==> config.mk <==
export PLATFORM = sky130hd
export DESIGN_NAME = pll_init_multi_flat
export DESIGN_NICKNAME = d
export VERILOG_FILES = /design/src/rtl/pll_init_multi_if.sv /design/src/rtl/pll_init_multi.sv /design/src/flat_wrapper.sv
export SDC_FILE = /design/constraint.sdc
export NUM_CORES = 1
export LEC_CHECK = 0
export ABC_AREA = 1
export BUFFER_PORTS_ARGS = -buffer_cell sky130_fd_sc_hd__buf_2
export CORE_MARGIN = 3
export CORE_UTILIZATION = 55
export CTS_BUF_LIST = sky130_fd_sc_hd__clkbuf_8
export CTS_CLUSTER_DIAMETER = 80
export DETAILED_ROUTE_END_ITERATION = 16
export GPL_TIMING_DRIVEN = 0
export PLACE_DENSITY = 0.88
export SKIP_CTS_REPAIR_TIMING = 1
export SYNTH_ARGS = -nofsm -noshare
export SYNTH_HDL_FRONTEND = slang
export SYNTH_SLANG_ARGS = --single-unit
==> constraint.sdc <==
create_clock -name init_clk -period 1.53 [get_ports init_clk]
set_input_delay 0.459 -clock init_clk [delete_from_list [all_inputs] [get_ports init_clk]]
set_output_delay 0.459 -clock init_clk [all_outputs]
set_load 0.005 [all_outputs]
==> src/rtl/pll_init_multi_if.sv <==
// pll_init_multi_if
// Bundles the per-channel PLL control/status signals of pll_init_multi.
//   pll_lock   : raw PLL lock inputs, asynchronous to init_clk
//   recal      : per-channel calibration restart request (level)
//   pll_rst    : PLL reset, active high
//   icpsel     : charge-pump setting, channel i at [6i+5:6i]
//   lpfres     : loop-filter resistor, channel i at [3i+2:3i]
//   lock       : channel locked
//   all_lock   : AND of lock, registered
//   fail       : sweep exhausted without lock
//   relock_cnt : saturating lock-loss count, channel i at [4i+3:4i]
// master = controller side, slave = PLL / supervisor side.
interface pll_init_multi_if #(
  parameter int unsigned CHANNELS = 2
);
  logic [CHANNELS-1:0]   pll_lock;
  logic [CHANNELS-1:0]   recal;
  logic [CHANNELS-1:0]   pll_rst;
  logic [6*CHANNELS-1:0] icpsel;
  logic [3*CHANNELS-1:0] lpfres;
  logic [CHANNELS-1:0]   lock;
  logic                  all_lock;
  logic [CHANNELS-1:0]   fail;
  logic [4*CHANNELS-1:0] relock_cnt;

  modport master (
    input  pll_lock, recal,
    output pll_rst, icpsel, lpfres, lock, all_lock, fail, relock_cnt
  );

  modport slave (
    output pll_lock, recal,
    input  pll_rst, icpsel, lpfres, lock, all_lock, fail, relock_cnt
  );
endinterface

==> src/rtl/pll_init_multi.sv <==
// pll_init_multi
// Multi-channel PLL bring-up and supervision controller on the init clock.
// Each channel sweeps ICPSEL from ICP_BASE in ICP_STEP increments until its
// PLL holds lock for STABLE_CYC cycles, then supervises lock and restarts the
// sweep (from the last good setting) after LOST_CYC cycles of lock loss.
// Ports:
//   init_clk : free-running init clock, all logic on its rising edge
//   resetn   : asynchronous active-low reset
//   pll      : pll_init_multi_if.master bundle (see interface header)
module pll_init_multi #(
  parameter int unsigned CHANNELS    = 2,
  parameter int unsigned RST_CYC     = 50,
  parameter int unsigned LOCK_TO_CYC = 5000,
  parameter int unsigned STABLE_CYC  = 256,
  parameter int unsigned LOST_CYC    = 4,
  parameter int unsigned ICP_BASE    = 8,
  parameter int unsigned ICP_STEP    = 4,
  parameter int unsigned NUM_TRIES   = 8,
  parameter logic [2:0]  LPF_RES     = 3'd2
) (
  input  logic          init_clk,
  input  logic          resetn,
  pll_init_multi_if.master pll
);

  localparam int unsigned MAX_A  = (RST_CYC > LOCK_TO_CYC) ? RST_CYC : LOCK_TO_CYC;
  localparam int unsigned MAX_B  = (STABLE_CYC > LOST_CYC) ? STABLE_CYC : LOST_CYC;
  localparam int unsigned MAX_C  = (MAX_A > MAX_B) ? MAX_A : MAX_B;
  localparam int unsigned CNT_W  = $clog2(MAX_C + 1);
  // The WAIT cycle that first sees lk_s is the first stable cycle, so STABLE
  // itself only has to count the remaining STABLE_CYC-1 cycles.
  localparam int unsigned STABLE_LAST = (STABLE_CYC > 1) ? STABLE_CYC - 2 : 0;

  typedef enum logic [2:0] {
    S_HOLD,
    S_WAIT,
    S_STABLE,
    S_NEXT,
    S_LOCKED,
    S_FAIL
  } state_e;

  function automatic logic [5:0] icp_of(input logic [3:0] k);
    int unsigned v;
    v = ICP_BASE + 32'(k) * ICP_STEP;
    return (v > 63) ? 6'd63 : v[5:0];
  endfunction

  logic [CHANNELS-1:0]   rst_v;
  logic [CHANNELS-1:0]   lock_v;
  logic [CHANNELS-1:0]   fail_v;
  logic [6*CHANNELS-1:0] icp_v;
  logic [4*CHANNELS-1:0] relock_v;
  logic                  all_lock_q;

  for (genvar c = 0; c < CHANNELS; c++) begin : g_ch
    state_e           state_q, state_d;
    logic [CNT_W-1:0] cnt_q, cnt_d;
    logic [3:0]       k_q, k_d;
    logic [3:0]       relock_q, relock_d;
    logic [5:0]       icp_q;
    logic [1:0]       sync_q;
    logic             lk_s;

    assign lk_s = sync_q[1];

    always_ff @(posedge init_clk or negedge resetn) begin
      if (!resetn) begin
        state_q  <= S_HOLD;
        cnt_q    <= '0;
        k_q      <= '0;
        relock_q <= '0;
        icp_q    <= icp_of(4'd0);
        sync_q   <= '0;
      end else begin
        state_q  <= state_d;
        cnt_q    <= cnt_d;
        k_q      <= k_d;
        relock_q <= relock_d;
        icp_q    <= icp_of(k_d);
        sync_q   <= {sync_q[0], pll.pll_lock[c]};
      end
    end

    always_comb begin
      state_d  = state_q;
      cnt_d    = cnt_q + CNT_W'(1);
      k_d      = k_q;
      relock_d = relock_q;
      if (pll.recal[c]) begin
        state_d = S_HOLD;
        cnt_d   = '0;
        k_d     = '0;
      end else begin
        case (state_q)
          S_HOLD: begin
            if (cnt_q == CNT_W'(RST_CYC - 1)) begin
              state_d = S_WAIT;
              cnt_d   = '0;
            end
          end
          S_WAIT: begin
            if (lk_s) begin
              state_d = S_STABLE;
              cnt_d   = '0;
            end else if (cnt_q == CNT_W'(LOCK_TO_CYC - 1)) begin
              state_d = S_NEXT;
              cnt_d   = '0;
            end
          end
          S_STABLE: begin
            if (!lk_s) begin
              state_d = S_NEXT;
              cnt_d   = '0;
            end else if (cnt_q == CNT_W'(STABLE_LAST)) begin
              state_d = S_LOCKED;
              cnt_d   = '0;
            end
          end
          S_NEXT: begin
            cnt_d = '0;
            if (k_q == 4'(NUM_TRIES - 1)) begin
              state_d = S_FAIL;
            end else begin
              k_d     = k_q + 4'd1;
              state_d = S_HOLD;
            end
          end
          S_LOCKED: begin
            // cnt is the unlock run length; any synced lock clears it.
            if (lk_s) begin
              cnt_d = '0;
            end else if (cnt_q == CNT_W'(LOST_CYC - 1)) begin
              state_d = S_HOLD;
              cnt_d   = '0;
              if (relock_q != 4'hF) relock_d = relock_q + 4'd1;
            end
          end
          S_FAIL: cnt_d = '0;
          default: begin
            state_d = S_HOLD;
            cnt_d   = '0;
          end
        endcase
      end
    end

    assign rst_v[c]         = (state_q == S_HOLD) || (state_q == S_FAIL);
    assign lock_v[c]        = (state_q == S_LOCKED);
    assign fail_v[c]        = (state_q == S_FAIL);
    assign icp_v[6*c +: 6]  = icp_q;
    assign relock_v[4*c +: 4] = relock_q;
  end

  always_ff @(posedge init_clk or negedge resetn) begin
    if (!resetn) all_lock_q <= 1'b0;
    else         all_lock_q <= &lock_v;
  end

  assign pll.pll_rst    = rst_v;
  assign pll.lock       = lock_v;
  assign pll.fail       = fail_v;
  assign pll.icpsel     = icp_v;
  assign pll.relock_cnt = relock_v;
  assign pll.lpfres     = {CHANNELS{LPF_RES}};
  assign pll.all_lock   = all_lock_q;

endmodule

==> src/flat_wrapper.sv <==
// flat-port wrapper written by rule: the top's interface ports become plain ports
module pll_init_multi_flat 
#(
  parameter int unsigned CHANNELS    = 2,
  parameter int unsigned RST_CYC     = 50,
  parameter int unsigned LOCK_TO_CYC = 5000,
  parameter int unsigned STABLE_CYC  = 256,
  parameter int unsigned LOST_CYC    = 4,
  parameter int unsigned ICP_BASE    = 8,
  parameter int unsigned ICP_STEP    = 4,
  parameter int unsigned NUM_TRIES   = 8,
  parameter logic [2:0]  LPF_RES     = 3'd2
)
  (init_clk, resetn, pll_pll_lock, pll_recal, pll_pll_rst, pll_icpsel, pll_lpfres, pll_lock, pll_all_lock, pll_fail, pll_relock_cnt);
  pll_init_multi_if #(.CHANNELS(CHANNELS)) pll_i ();
  input  logic init_clk;
  input  logic resetn;
  input wire logic [$bits(pll_i.pll_lock)-1:0] pll_pll_lock;
  input wire logic [$bits(pll_i.recal)-1:0] pll_recal;
  output wire logic [$bits(pll_i.pll_rst)-1:0] pll_pll_rst;
  output wire logic [$bits(pll_i.icpsel)-1:0] pll_icpsel;
  output wire logic [$bits(pll_i.lpfres)-1:0] pll_lpfres;
  output wire logic [$bits(pll_i.lock)-1:0] pll_lock;
  output wire logic [$bits(pll_i.all_lock)-1:0] pll_all_lock;
  output wire logic [$bits(pll_i.fail)-1:0] pll_fail;
  output wire logic [$bits(pll_i.relock_cnt)-1:0] pll_relock_cnt;
  assign pll_i.pll_lock = pll_pll_lock;
  assign pll_i.recal = pll_recal;
  assign pll_pll_rst = pll_i.pll_rst;
  assign pll_icpsel = pll_i.icpsel;
  assign pll_lpfres = pll_i.lpfres;
  assign pll_lock = pll_i.lock;
  assign pll_all_lock = pll_i.all_lock;
  assign pll_fail = pll_i.fail;
  assign pll_relock_cnt = pll_i.relock_cnt;
  pll_init_multi #(.CHANNELS(CHANNELS), .RST_CYC(RST_CYC), .LOCK_TO_CYC(LOCK_TO_CYC), .STABLE_CYC(STABLE_CYC), .LOST_CYC(LOST_CYC), .ICP_BASE(ICP_BASE), .ICP_STEP(ICP_STEP), .NUM_TRIES(NUM_TRIES), .LPF_RES(LPF_RES)) u_core (.init_clk(init_clk), .resetn(resetn), .pll(pll_i));
endmodule
Word-level counts from Yosys, hierarchy flattened
Cells that the tools add are included.

Output and inout port bits: 33. Register bits after elaboration: 65. Bits of input ports: 6. Logic and storage cells: 116.

Add/subtract/negate cells: 8. Eq/ne operators: 34. Bitwise operators: 4. Reduce and logical (&&, ||, !) cells: 9. Muxes and demuxes: 46. Magnitude comparators: 2.

Operator list (count): $mux 13 (16); $pmux 13 s4 (2); $gt 32x6->1 const B (2); $mux 3 (18); $pmux 3 s6 (2); $add 13x1->13 const B (2); $eq 13x13->1 const B (2); $eq 13x2->1 const B (2); $eq 13x6->1 const B (2); $eq 13x8->1 const B (2); $mux 4 (6); $add 4x1->4 const B (4); $ne 4x4->1 const B (4); $add 4x6->7 const A (2); $eq 3x2->1 const B (4); $eq 3x3->1 const B (4); $mux 6 (2); $ne 3x2->1 const B (4); $reduce_and 6->1 (2); $reduce_and 5->1 (2); $eq 4x3->1 const B (2); $ne 4x2->1 const B (2); $eq 3x1->1 const B (2); $logic_not 3->1 (2); other kinds (5) (11).

Longest topological paths before layout
Word-level depth: 7. Mapped depth: 12. Gate-level depth less buffers: 11.

Least setup slack after synthesis
No wires, ideal clock.

Kind: flip-flop to flip-flop. From: register u_core.g_ch[1].k_q[0]. To: register u_core.g_ch[1].icp_q[5]. Buffers on the path: 0. Clock period less this slack: 1572 ps. Stages on the path, launching flop included: 10. Data arrival time: 1450 ps. Data required time: 1408 ps. Path slack: -42 ps. Setup time: 122 ps. Path through: dfrtp_1 > ha_1 > nand2_1 > inv_1 > o211ai_1 > o21ai_0 > nor2_1 > ha_1 > xnor2_1 > nand2_1.

Longest elaborated chain between the ends: 7. Elaborated cells between the ends (all ways): 8. Classes of those cells: 2 x add/sub; 1 x order compare; 1 x eq/ne; 4 x mux.

Ends and longest elaborated chain: from (decl) (RTL line pll_init_multi.sv:59) `logic [3:0] k_q, k_d;`; from (signal assigned) (RTL line pll_init_multi.sv:78) `k_q <= k_d;`; $add 4x1->4 / $eq 4x3->1 (equally long branches) (RTL line pll_init_multi.sv:125, pll_init_multi.sv:122); $mux 4 * (RTL line pll_init_multi.sv:122) `if (k_q == 4'(NUM_TRIES - 1)) begin`; $mux 4 * (RTL line pll_init_multi.sv:95) `case (state_q)`; $mux 4 * (RTL line pll_init_multi.sv:90) `if (pll.recal[c]) begin`; via u_core.g_ch[1].k_d[2] (RTL line pll_init_multi.sv:59); $add 4x6->7 * (RTL line pll_init_multi.sv:45) `v = ICP_BASE + 32'(k) * ICP_STEP;`; $gt 32x6->1 (RTL line pll_init_multi.sv:46) `return (v > 63) ? 6'd63 : v[5:0];`; $mux 6 * (RTL line pll_init_multi.sv:46); to (signal assigned) (RTL line pll_init_multi.sv:73) `icp_q <= icp_of(4'd0);`; to (signal assigned) (RTL line pll_init_multi.sv:80) `icp_q <= icp_of(k_d);`; to (decl) (RTL line pll_init_multi.sv:61) `logic [5:0] icp_q;`.

The timed path passes the listed nets; every way through them passes the cells marked *. A chain may end at the register's enable or synchronous reset.

Worst setup path in the final report
Ends and elaborated chain as after synthesis.

==> impl_metrics.csv <==
group,metric,value,unit
power,p_leak,0.00241,uW
sta,setup_viol,52,
floorplanning,placementRows,29,
clock_tree,cts_max_level,3,
min_path,hp-class,"input port to asynchronous set/reset pin",
critical_path,critPathRequiredTime,1760,ps
sta,rsz0062_at_grt,"true",
critical_path,crit_type,"register to register",
sta,fin_crit,1920,ps
clock_tree,clock_latency,350,ps
logic_synthesis,synth_edf_count,0,
clock_tree,cts_buffers,9,
finish,layout-drive-gt1-share,46.8,%
grt,grt_overflow,0,
grt,grt_antenna_before_repair,0,
logic_synthesis,synth_cells,488,
logic_synthesis,syn_avg_cell_area,7.66,sq um
critical_path,cp_max_fo,4,
grt,grt_use_total,21.0,%
clock_tree,root_buffer,"clkbuf_8",
sta,slew_viol_final,0,
logic_synthesis,synth_top_flop_cell,"dfrtp_1",
drt,detail_route.wl_per_cell,19.5,microns
logic_synthesis,synth_area_leaders,"dfrtp_1 41%, nand2_1 9.3%, nor2_1 8.5%",
critical_path,critPathLaunchType,"register",
sta,fin_ws,-390,ps
place,place_congestion,0.881,
sta,whs,181,ps
sta,period_share,125,%
critical_path,endpoint_kind,"register",
drt,finalWirelength,12.9,mm
clock_tree,max-clock-path-buffers,2,
floorplanning,core,0.00646,sq mm
flow_run,max_cap_violations,0,
power,ir_drop,1.04,mV
clock_tree,clkSinkCount,63,
grt,grt_pass1_vias,2989,
power,p_per_area,1150,mW/mm^2
sta,slew-limit-headroom,46.6,%
floorplanning,start_util,57.9,%
finish,area_growth,40.4,%
sta,skew,11.1,ps
finish,multi_input_area,0.00244,sq mm
drt,ant_nets,0,
logic_synthesis,yosysUniqueCellTypes,33,
grt,grt_max_degree,64,
finish,n_antenna_cell,0,
drt,drc_errors,0,
logic_synthesis,synth-seq-cells,63,
logic_synthesis,syn_area,0.00374,sq mm
outcome,status,"complete, but fails checks",
drt,viasPerCell,6.00,
logic_synthesis,async_flop_share,100,%
grt,grt_pass1_wl,12.8,mm
floorplanning,floorplan.die.width,88.4,microns
place,io_buffers,30,
outcome,violations,"setup timing",
finish,regArea,0.00160,sq mm
logic_synthesis,synth_top_area_share,40.8,%
floorplanning,io_pins,39,
floorplanning,die-area,0.00782,sq mm
logic_synthesis,synth_seq_area_share,42.2,%
place,hpwl,5.38,mm
clock_tree,cts_tree,"built",
clock_tree,clk_pin_slew,70,ps
finish,nFillCells,300,
drt,dr_total_vias,3961,
floorplanning,chipHeight,88.4,microns
logic_synthesis,synth_top_area_cell,"dfrtp_1",
sta,fmax,0.521,GHz
logic_synthesis,yosys_warnings,0,
critical_path,arrival,2150,ps
drt,first_pass_iters,5,
drt,drtIter0Drc,349,
sta,hold_viol,0,
place,dp_slack,-240,ps
finish,fin_nets,596,
sta,worstMarginPinSlew,802,ps
==> per-stage QoR <==
| stage | cells | area (sq um) | TNS (ps) | total power, uW | util, % |
|---|---|---|---|---|---|
| after floorplan | 492 | 3750 | -33.9 | 2940 | - |
| after global placement | 599 | 4000 | -12490 | 3240 | 62.0 |
| after detailed placement | 599 | 4000 | -14150 | 3290 | 62.0 |
| after CTS | 615 | 4180 | -6600 | 4590 | 64.7 |
| after global routing | 660 | 5250 | -13750 | 6320 | 81.3 |
| final | 660 | 5250 | -11300 | 6050 | 81.3 |
==> cell usage in the layout, fill, tap and decap left out, drive strengths merged <==
master / instances
nor2: 99
nand2: 96
buf: 87
inv: 62
dfrtp: 61
nand3: 58
nor3: 23
xor2: 17
clkbuf: 13
o21ai: 13
ha: 12
xnor2: 8
a21oi: 6
conb: 6
clkinv: 4
o211ai: 3
nand3b: 3
nand4: 2
or2: 2
dfstp: 2
a31oi: 2
nor4: 1
and3: 1
o21a: 1
clkinvlp: 1
==> layer usage <==
metal / GRT usage (%) / part of all wire (%)
met4: 7.69 / 6.8
met3: 6.61 / 8.1
met2: 34.1 / 51
met1: 26.3 / 34
met5: 0 / 0
==> cell usage after synthesis (all sizes together) (3+ instances only) <==
cell,count
nand3,58
nor3,23
xor2,17
inv,61
o211ai,3
a21oi,6
xnor2,8
buf,14
nor2,99
dfrtp,61
nand3b,3
nand2,96
ha,12
o21ai,13
==> flip-flops by register name (all words and copies together), names as in the netlist <==
name / count
u_core.g_ch.cnt_q: 26
u_core.g_ch.icp_q: 10
u_core.g_ch.k_q: 8
u_core.g_ch.relock_q: 8
u_core.g_ch.state_q: 6
u_core.g_ch.sync_q: 4
u_core.pll.all_lock: 1
==> layout make-up <==
cell class / instances / share of cell area (%)
well taps: 77 / 1.84
flip-flops and latches: 63 / 30.5
clock buffers: 11 / 2.88
inverters: 62 / 4.67
plain buffers: 14 / 2.22
multi-input cells: 353 / 46.4
repair buffers: 75 / 11.0
clock inverters: 5 / 0.477
==> power by group <==
group / total, uW / switching, uW / internal, uW
combinational: 2700 / 1510 / 1190
clock: 1330 / 668 / 659
sequential: 2030 / 210 / 1820
total: 6050 / 2390 / 3670
==> critical path: stages (launching register included) <==
cell and delay, ps:
dfrtp_1 420, ha_2 220, nand2_2 90, nor2_4 160, nor2_2 70, inv_1 100
nor2_1 70, nor2_2 280, ha_4 190, xnor2_1 130, nand2_1 80
==> final timing paths <==
path | start | to | slack [ps] | cells past startpoint
min in group init_clk | pll_pll_lock[0] | u_core.g_ch[0].sync_q[0] | 220 | 1
setup / recovery | u_core.g_ch[1].k_q[0] | u_core.g_ch[1].icp_q[5] | -390 | 10
hold / removal | resetn | u_core.g_ch[1].icp_q[1] | 180 | 1
hold reg to reg | u_core.g_ch[0].sync_q[0] | u_core.g_ch[0].sync_q[1] | 370 | 0
setup reg to reg | u_core.g_ch[1].k_q[0] | u_core.g_ch[1].icp_q[5] | -390 | 10
max in group asynchronous | resetn | u_core.g_ch[0].state_q[1] | 750 | 1
==> cells by family after synthesis <==
family          synth area share (%)
other cells                    0.201
buf+inv                         9.14
simple gates                    34.8
flops                           42.2
fa+ha+maj                       4.02
compound gates                  3.78
xor+xnor                        5.86
(Power assumes the default switching activity.)
